### src/rtl/bitplane_serializer_16x4.sv
// Bit-plane serializer: M operands of N bits each in, one M-bit plane per cycle
// out, LSB plane first, with a single-entry pending buffer for back-to-back frames.
module bitplane_serializer_16x4 #(
  parameter int M = 16,
  parameter int N = 4,
  localparam int IW = (N > 1) ? $clog2(N) : 1
) (
  input  logic            clk,
  input  logic            rst,
  input  logic [M*N-1:0]  in_data,
  input  logic            in_valid,
  output logic            in_ready,
  output logic [M-1:0]    data_bits,
  output logic            plane_valid,
  output logic            plane_first,
  output logic            plane_last,
  output logic [IW-1:0]   plane_idx,
  output logic            busy
);

  typedef enum logic {IDLE, SHIFT} state_t;

  localparam logic [IW-1:0] LAST = IW'(N - 1);

  state_t           state;
  logic [IW-1:0]    cnt;
  logic [M*N-1:0]   shreg;
  logic [M*N-1:0]   pend;
  logic             pend_full;

  logic             accept;
  logic             load_slot;
  logic             do_load;
  logic [M*N-1:0]   load_frame;
  logic [IW-1:0]    nxt;

  // Operand 0 lands on the MSB lane of the plane.
  function automatic logic [M-1:0] plane_of(
    input logic [M*N-1:0] f,
    input logic [IW-1:0]  i
  );
    logic [M-1:0] b;
    logic [N-1:0] op;
    b = '0;
    for (int k = 0; k < M; k++) begin
      op = f[N*k +: N];
      b[M-1-k] = op[i];
    end
    return b;
  endfunction

  assign in_ready  = !pend_full && !rst;
  assign accept    = in_valid && in_ready;
  assign load_slot = (state == IDLE) || (cnt == LAST);
  assign nxt       = cnt + 1'b1;
  assign plane_idx = cnt;
  assign busy      = plane_valid || pend_full;

  always_comb begin
    do_load    = load_slot && (pend_full || accept);
    load_frame = pend_full ? pend : in_data;
  end

  always_ff @(posedge clk) begin
    if (rst) begin
      state       <= IDLE;
      cnt         <= '0;
      shreg       <= '0;
      pend        <= '0;
      pend_full   <= 1'b0;
      data_bits   <= '0;
      plane_valid <= 1'b0;
      plane_first <= 1'b0;
      plane_last  <= 1'b0;
    end else if (load_slot) begin
      if (do_load) begin
        state       <= SHIFT;
        cnt         <= '0;
        shreg       <= load_frame;
        data_bits   <= plane_of(load_frame, '0);
        plane_valid <= 1'b1;
        plane_first <= 1'b1;
        plane_last  <= (N == 1);
        pend_full   <= 1'b0;
      end else begin
        state       <= IDLE;
        cnt         <= '0;
        data_bits   <= '0;
        plane_valid <= 1'b0;
        plane_first <= 1'b0;
        plane_last  <= 1'b0;
      end
    end else begin
      cnt         <= nxt;
      data_bits   <= plane_of(shreg, nxt);
      plane_first <= 1'b0;
      plane_last  <= (nxt == LAST);
      if (accept) begin
        pend      <= in_data;
        pend_full <= 1'b1;
      end
    end
  end

endmodule

### config.mk
export PLATFORM = sky130hd
export DESIGN_NAME = bitplane_serializer_16x4
export DESIGN_NICKNAME = d
export VERILOG_FILES = /design/src/rtl/bitplane_serializer_16x4.sv
export SDC_FILE = /design/constraint.sdc
export NUM_CORES = 1
export LEC_CHECK = 0
export CAP_MARGIN = 20
export CORE_UTILIZATION = 40
export CTS_BUF_LIST = sky130_fd_sc_hd__clkbuf_4 sky130_fd_sc_hd__clkbuf_8 sky130_fd_sc_hd__clkbuf_16
export CTS_CLUSTER_SIZE = 8
export DETAILED_ROUTE_END_ITERATION = 6
export PLACE_DENSITY = 0.73
export SLEW_MARGIN = 20
export SYNTH_ARGS = -nofsm -noshare
export SYNTH_HDL_FRONTEND = slang
export SYNTH_SLANG_ARGS = --single-unit
### constraint.sdc
create_clock -name clk -period 4 [get_ports clk]
set_input_delay 0.6 -clock clk [delete_from_list [all_inputs] [get_ports clk]]
set_output_delay 0.6 -clock clk [all_outputs]
set_load 0.01 [all_outputs]
After elaboration in Yosys (flattened, before gate mapping)
Index checks and enable logic that the tools add are counted.
Widths: inputs -> output; s select.
- logic and storage cells: 68
- input bits: 67
- register bits after elaboration: 150
- order comparisons: 1
- add/subtract/negate cells: 1
- muxes and demuxes: 39
- eq/ne operators: 3
- reductions and logical operators: 14
- bitwise operators: 2
- operator list (operator ; number):
    $mux 64 ; 1
    $bmux 1 s2 ; 16
    $mux 16 ; 2
    $mux 1 ; 20
    $reduce_and 2->1 ; 3
    $eq 2x2->1 const B ; 2
    $reduce_or 2->1 ; 2
    $logic_and 1x1->1 ; 3
    $logic_or 1x1->1 ; 3
    $lt 2x3->1 const B ; 1
    $add 2x1->2 const B ; 1
    $logic_not 1->1 ; 2
    $ne 2x1->1 const B ; 1
    $not 1->1 ; 2
    $reduce_bool 2->1 ; 1

Depth between registers and ports, before layout
Gate-level depths: netlist (run 1).
- depth after elaboration: 7
- depth in mapped cells: 9
- depth with buffers taken out: 5

Least setup slack after synthesis (run 1)
No wires, ideal clock.
- kind: reg-to-reg
- start point: register cnt[0], in the netlist plane_idx[0]
- end point: register data_bits[12]
- library setup time: 0.058 ns
- setup slack: 1.778 ns
- arrival time: 2.164 ns
- data required time: 3.942 ns
- cell stages (with the launch flop): 10
- path through: dfxtp_1 buf_2 buf_2 inv_1 ha_1 or4b_1 buf_2 buf_6 o22ai_1 or2_1
- elaborated cells on any way between the ends: 8
- RTL lines (what ; RTL line ; source):
    start, declared ; 26 ; logic [IW-1:0] cnt;
    start signal, assigned ; 94 ; cnt <= nxt;
    $add 2x1->2 ; 55 ; assign nxt = cnt + 1'b1;
    via nxt[0] ; 35 ; logic [IW-1:0] nxt;
    $bmux 1 s2 ; 47 ; b[M-1-k] = op[i];
    $mux 1 (not written as such) ; 47 ;
    $mux 16 ; 75 ; end else if (load_slot) begin
    end signal, assigned ; 80 ; data_bits <= plane_of(load_frame, '0);
    end signal, assigned ; 95 ; data_bits <= plane_of(shreg, nxt);
    end, declared ; 13 ; output logic [M-1:0] data_bits,
The timed path passes the listed nets, and every way through them passes these cells. The select of a mux whose other input is x is not followed.
A chain may end at the register's enable or synchronous reset.

Worst setup path after layout (run 1)
- start point: input rst
- end point: output in_ready
- cells in the longest elaborated chain, start to end: 2
- ends and longest elaborated chain (what ; RTL line ; source):
    start, declared ; 9 ; input logic rst,
    $logic_not 1->1 ; 52 ; assign in_ready = !pend_full && !rst;
    $logic_and 1x1->1 ; 52 ;
    end, declared ; 12 ; output logic in_ready,
No other way between the ends.

==> metrics, run 1 <==
Post-Syn Instances between 700 and 800; initial DRC count between 400 and 500; pwr/cell area between 400 and 500 mW/mm2; Final Setup Violations 0; die area roughly 0.017 mm2; Detailed Route WL between 15,000 and 20,000 um; global-route wire length before repair roughly 28,000 um; FF+latch count, synth 150; sequential-to-total area share from yosys stat 44.2%; Syn Area/Cell ~9.6 um2; GPL Wtd Cong just over 0.7; main area contributors after synthesis dfxtp_1, mux2i_1, o211ai_1, o211a_1, nand3_1; WP data required about 3.4 ns; Synth cell types 30; Final TNS setup 0 ns; YS warnings 0; Longest Clk Path Bufs 2; clock-pin transition on the worst setup and hold timing paths approximately 0.060 ns; initial core utilization between 40% and 50%; Sink Count 150; Power Total about 3.7 mW; Die X between 100 and 150 um; commonest non-fill, non-tap cells in the layout dfxtp_1, o211ai_1, mux2i_1; Synth Net Count ~770; Yosys top cell area share 44.2%; Final Max Slew Viols 0; IO Port Bufs between 80 and 90; Final Hold Viols 0; maximum number of pins on one net before global-route repair 79; Clk pwr share a little over two fifths; worst skew pair latency 0.43 ns; Worst setup SP type primary input; drt pass-1 iters 5; maximum vdd drop 0.350 mV; layout cell share with drive strength beyond 1 a little under a tenth; final worst path period share between 70 and 80%; Max FO, Critical Path 13; r2r worst-path depth 5; met1 GRT Util a little over a quarter; ant diodes 0; async set-or-reset flop fraction in the synthesized netlist 0%; fin nets between 800 and 900; critical path class in -> out; Rel. slew slack between 20% and 30%; WHS between 0.4 and 0.5 ns; GR Util met3 4.31%; Worst-Margin Slew ~1.1 ns; Post-CTS Setup Bufs 0; hpwl dp ~9900 um; met2 usage 31.8%; Combinational Power Share roughly an eighth; static leakage roughly 3.7 nW; post-route ant nets 0; CTS tree built; grt peak-use layer met2; Sw Ratio between 20% and 30%; final worst slack approximately 1.1 ns; Post-synth EDFFs 0; routed vias/inst roughly 5.7; Die H about 130 um; Setup crit end kind output port; Setup Skew 0.0117 ns; r2r endpoint pend[36]; Critical Path Start rst; post-layout min period 2.91 ns; Total GRT Usage between 15 and 20%; hold crit path type reg -> reg; fmax around 340 MHz; NetSw roughly 0.91 mW; area leader, netlist dfxtp_1; residual DRC count 0; number of global-route vias before repair ~5,200; clock root cell clkbuf_16; Fillers 1,524; crit path DAT ~2.3 ns; worst slack, placed approximately 1.1 ns; reg2reg setup slack about 1.4 ns; grt total ovfl 0; main flop type after synthesis dfxtp_1; Synth Cell Area between 0.006 and 0.007 mm2; outcome completed; cts hold-fix bufs 0; RR Startpoint plane_idx[0]; cts repair resizes 0; Area growth, synth to finish 22.6%; CTS buffer count 17; Placement Rows between 40 and 50; max cap viols 0; IO Count 90; most common cell after layout, fill and taps aside dfxtp_1; power share of the sequential group between 40% and 50%; initial antenna violation count 0; vias post-DR between 5,000 and 6,000; RSZ-0062 raised after global routing no; WL per Instance roughly 17 um; crit path to in_ready; H-tree level count 4; Core Area 0.0166 mm2; Int Power roughly 2.8 mW
-- metrics by stage --
stage / instances / util [%] / area [um2]
floorplan: 705 / - / 6790
global placement: 943 / 46.5 / 7710
detailed placement: 943 / 46.5 / 7710
CTS: 975 / 50.2 / 8320
global route: 975 / 50.2 / 8320
finish: 975 / 50.2 / 8320
-- layout make-up --
type                       count  area [um2]  share of cell area (%)
clock buffer                  25         517                    6.21
clock inverter                 7        92.6                    1.11
sequential                   150        3010                    36.1
inverter                       3        12.5                   0.150
timing repair buffer         102         996                    12.0
multi-input combinational    468        3420                    41.1
tap                          220         275                    3.31
-- cell families (layout without fill, tap and decap cells) --
| family | Yosys count | count (layout) | share of synthesized area [%] |
|---|---|---|---|
| AOI/OAI and AO/OA | 195 | 195 | 23.0 |
| DFF | 150 | 150 | 44.2 |
| and+or+nand+nor | 175 | 175 | 12.6 |
| adders and majority gates | 2 | 2 | 0.369 |
| muxes | 96 | 96 | 14.2 |
| buffers and inverters | 87 | 137 | 5.66 |
-- registers in the layout, indices dropped and copies added, names as in the netlist --
| signal | cells |
|---|---|
| state | 1 |
| plane_idx | 2 |
| plane_last | 1 |
| pend | 64 |
| plane_first | 1 |
| pend_full | 1 |
| shreg | 64 |
| data_bits | 16 |
-- per-layer routing --
metal  part of all wire [%]  vias up
met5                      0        -
met4                    1.1        0
met3                    4.7       13
met2                     47      131
met1                     48     2657
li1                       -     2722
-- synth_stat cells (all sizes together), types with 2 or more instances --
library cell / n
o22ai: 16
a21o: 16
dfxtp: 150
nand3: 64
clkbuf: 39
nor4: 16
mux2i: 96
inv: 2
or2: 17
ha: 2
nor2: 4
o211a: 48
o211ai: 112
buf: 45
nand2: 65
nor2b: 2
o21a: 2
-- worst min path at each step --
| stage | start | to | cells past startpoint |
|---|---|---|---|
| 6_report | shreg[4] | shreg[4] | 1 |
| 3_5_place_dp | shreg[44] | shreg[44] | 1 |
| 5_1_grt | shreg[52] | shreg[52] | 1 |
| 3_3_place_gp | shreg[60] | shreg[60] | 1 |
| 2_1_floorplan | shreg[0] | shreg[0] | 1 |
| 4_1_cts | shreg[56] | shreg[56] | 1 |
-- power groups by stage --
stage	logic (mW)	registers, mW	clock network, mW
after floorplan	0.288	1.66	0
after global placement	0.444	1.68	0
after detailed placement	0.450	1.68	0
after CTS	0.452	1.65	1.65
after global routing	0.491	1.66	1.71
final	0.449	1.65	1.63
-- critical path, cell delays in order --
cell	delay [ns]
clkdlybuf4s50_1	0.69
buf_4	0.33
nor2_1	0.13
clkdlybuf4s50_1	0.55
(Power assumes the default switching activity.)
==> inputs of run 2 (changes only) <==
PLACE_DENSITY = 0.75   (was 0.73)
clock period = 2.5 ns   (was 4 ns; I/O delays follow)
==> metrics, run 2 (synthesis results as in run 1) <==
grt total ovfl 0; hold crit path type reg -> reg; static leakage 3.76 nW; post-layout min period ~2.3 ns; Max FO, Critical Path 45; final worst path period share a little over 90%; maximum vdd drop between 0.5 and 0.6 mV; global-route wire length before repair approximately 27,000 um; CP delay by family, top flip-flops; IO Count 90; H-tree level count 4; Post-CTS Setup Bufs 0; ant diodes 0; routed vias/inst between 5 and 6; Largest regs pend (64), shreg (64), data_bits (16); Placement Rows 47; Final Max Slew Viols 0; cts repair resizes 0; Setup Skew 0.00534 ns; post-route ant nets 0; Core Area roughly 0.017 mm2; delay of the slowest critical-path stage about 0.76 ns; power share of the sequential group between 40% and 50%; NetSw ~1.4 mW; CTS tree built; initial core utilization about 40%; r2r worst-path depth 4; Fillers about 1,500; Clk pwr share between 40 and 50%; RSZ-0062 raised after global routing no; Final Hold Viols 0; Sw Ratio 24.4%; most common cell after layout, fill and taps aside dfxtp_1; Combinational Power Share between 10% and 20%; CTS buffer count 17; fin nets 823; Rel. slew slack between 30% and 40%; commonest non-fill, non-tap cells in the layout dfxtp_1, o211ai_1, mux2i_1; Area growth, synth to finish 24.2%; cts hold-fix bufs 0; critical path class reg -> out; Int Power 4.48 mW; residual DRC count 0; WL per Instance between 15 and 20 um; Die X between 100 and 150 um; Hold Path Depth 1; Power Total about 5.9 mW; clock-pin transition on the worst setup and hold timing paths 0.06 ns; register area around 0.003 mm2; crit path DAT about 1.9 ns; Final TNS setup 0 ns; Setup crit end kind output port; Worst-Margin Slew about 0.96 ns; Crit path depth 2; Finished Cell Area 0.00843 mm2; Total GRT Usage 19.6%; worst skew pair latency about 0.43 ns; vias post-DR roughly 5,500; GPL Wtd Cong 0.703; GR Util met3 between 3 and 4%; Die H ~130 um; CP max-delay cell dfxtp_4; outcome completed; max cap viols 0; fmax approximately 430 MHz; Detailed Route WL approximately 16,000 um; initial DRC count ~370; grt peak-use layer met2; die area 0.0175 mm2; maximum number of pins on one net before global-route repair 55; CP cell instances or2_2, clkdlybuf4s50_1; post-layout util about half; hpwl dp between 10,000 and 15,000 um; Longest Clk Path Bufs 2; clock root cell clkbuf_16; layout cell share with drive strength beyond 1 a little over a tenth; WP data required 2.12 ns; fin cells 987; Placed Area between 0.007 and 0.008 mm2; met1 GRT Util about a quarter; Sink Count 150; IO Port Bufs slightly below 90; met2 usage a little under a third; number of global-route vias before repair between 5,000 and 6,000; pwr/cell area around 700 mW/mm2; crit path buf inv count 1; drt pass-1 iters 5; Final Setup Violations 0; initial antenna violation count 0; Multi-input gate area approximately 0.0034 mm2; Worst setup SP type flop; placed cells between 900 and 1,000
==> run 2: changes by cell type in the layout (fill, tap and decap cells not counted) <==
cell,previous run,this run
clkbuf_8,5,3
buf_4,12,21
buf_12,1,4
clkinvlp_4,0,2
clkinv_4,2,0
clkinv_2,4,6
==> run 2: metal layers <==
metal | vias up | routed length, um
li1 | 2747 | -
met1 | 2675 | 7810
met2 | 107 | 7700
met3 | 20 | 642
met4 | 0 | 329
met5 | - | 0
==> run 2: area by class of cell <==
type	instances	share of cell area [%]
flip-flops and latches	150	35.7
inverters	3	0.148
clock inverters	9	1.19
repair buffers	114	13.3
well taps	220	3.26
multi-input cells	468	40.6
clock buffers	23	5.80
==> run 2: path summary, 6_finish.rpt <==
check,startpoint,endpoint,slack (ns)
setup reg to reg,pend_full,data_bits[2],0.48
setup / recovery,pend_full,busy,0.19
hold / removal,shreg[0],shreg[0],0.45
hold reg to reg,shreg[0],shreg[0],0.45
==> run 2: stage by stage <==
stage               setup WS (ns)  hold slack (ns)
finish                      0.190            0.452
floorplan                   0.278            0.426
global route                0.131            0.464
CTS                         0.180            0.456
detailed placement          0.224            0.442
global placement            0.261            0.435
==> run 2: power groups by stage <==
stage	clock [mW]	combinational, mW	sequential [mW]
after floorplan	0	0.461	2.66
after global placement	0	0.741	2.68
after detailed placement	0	0.750	2.69
after CTS	2.58	0.754	2.63
after global routing	2.68	0.814	2.65
final	2.54	0.744	2.63
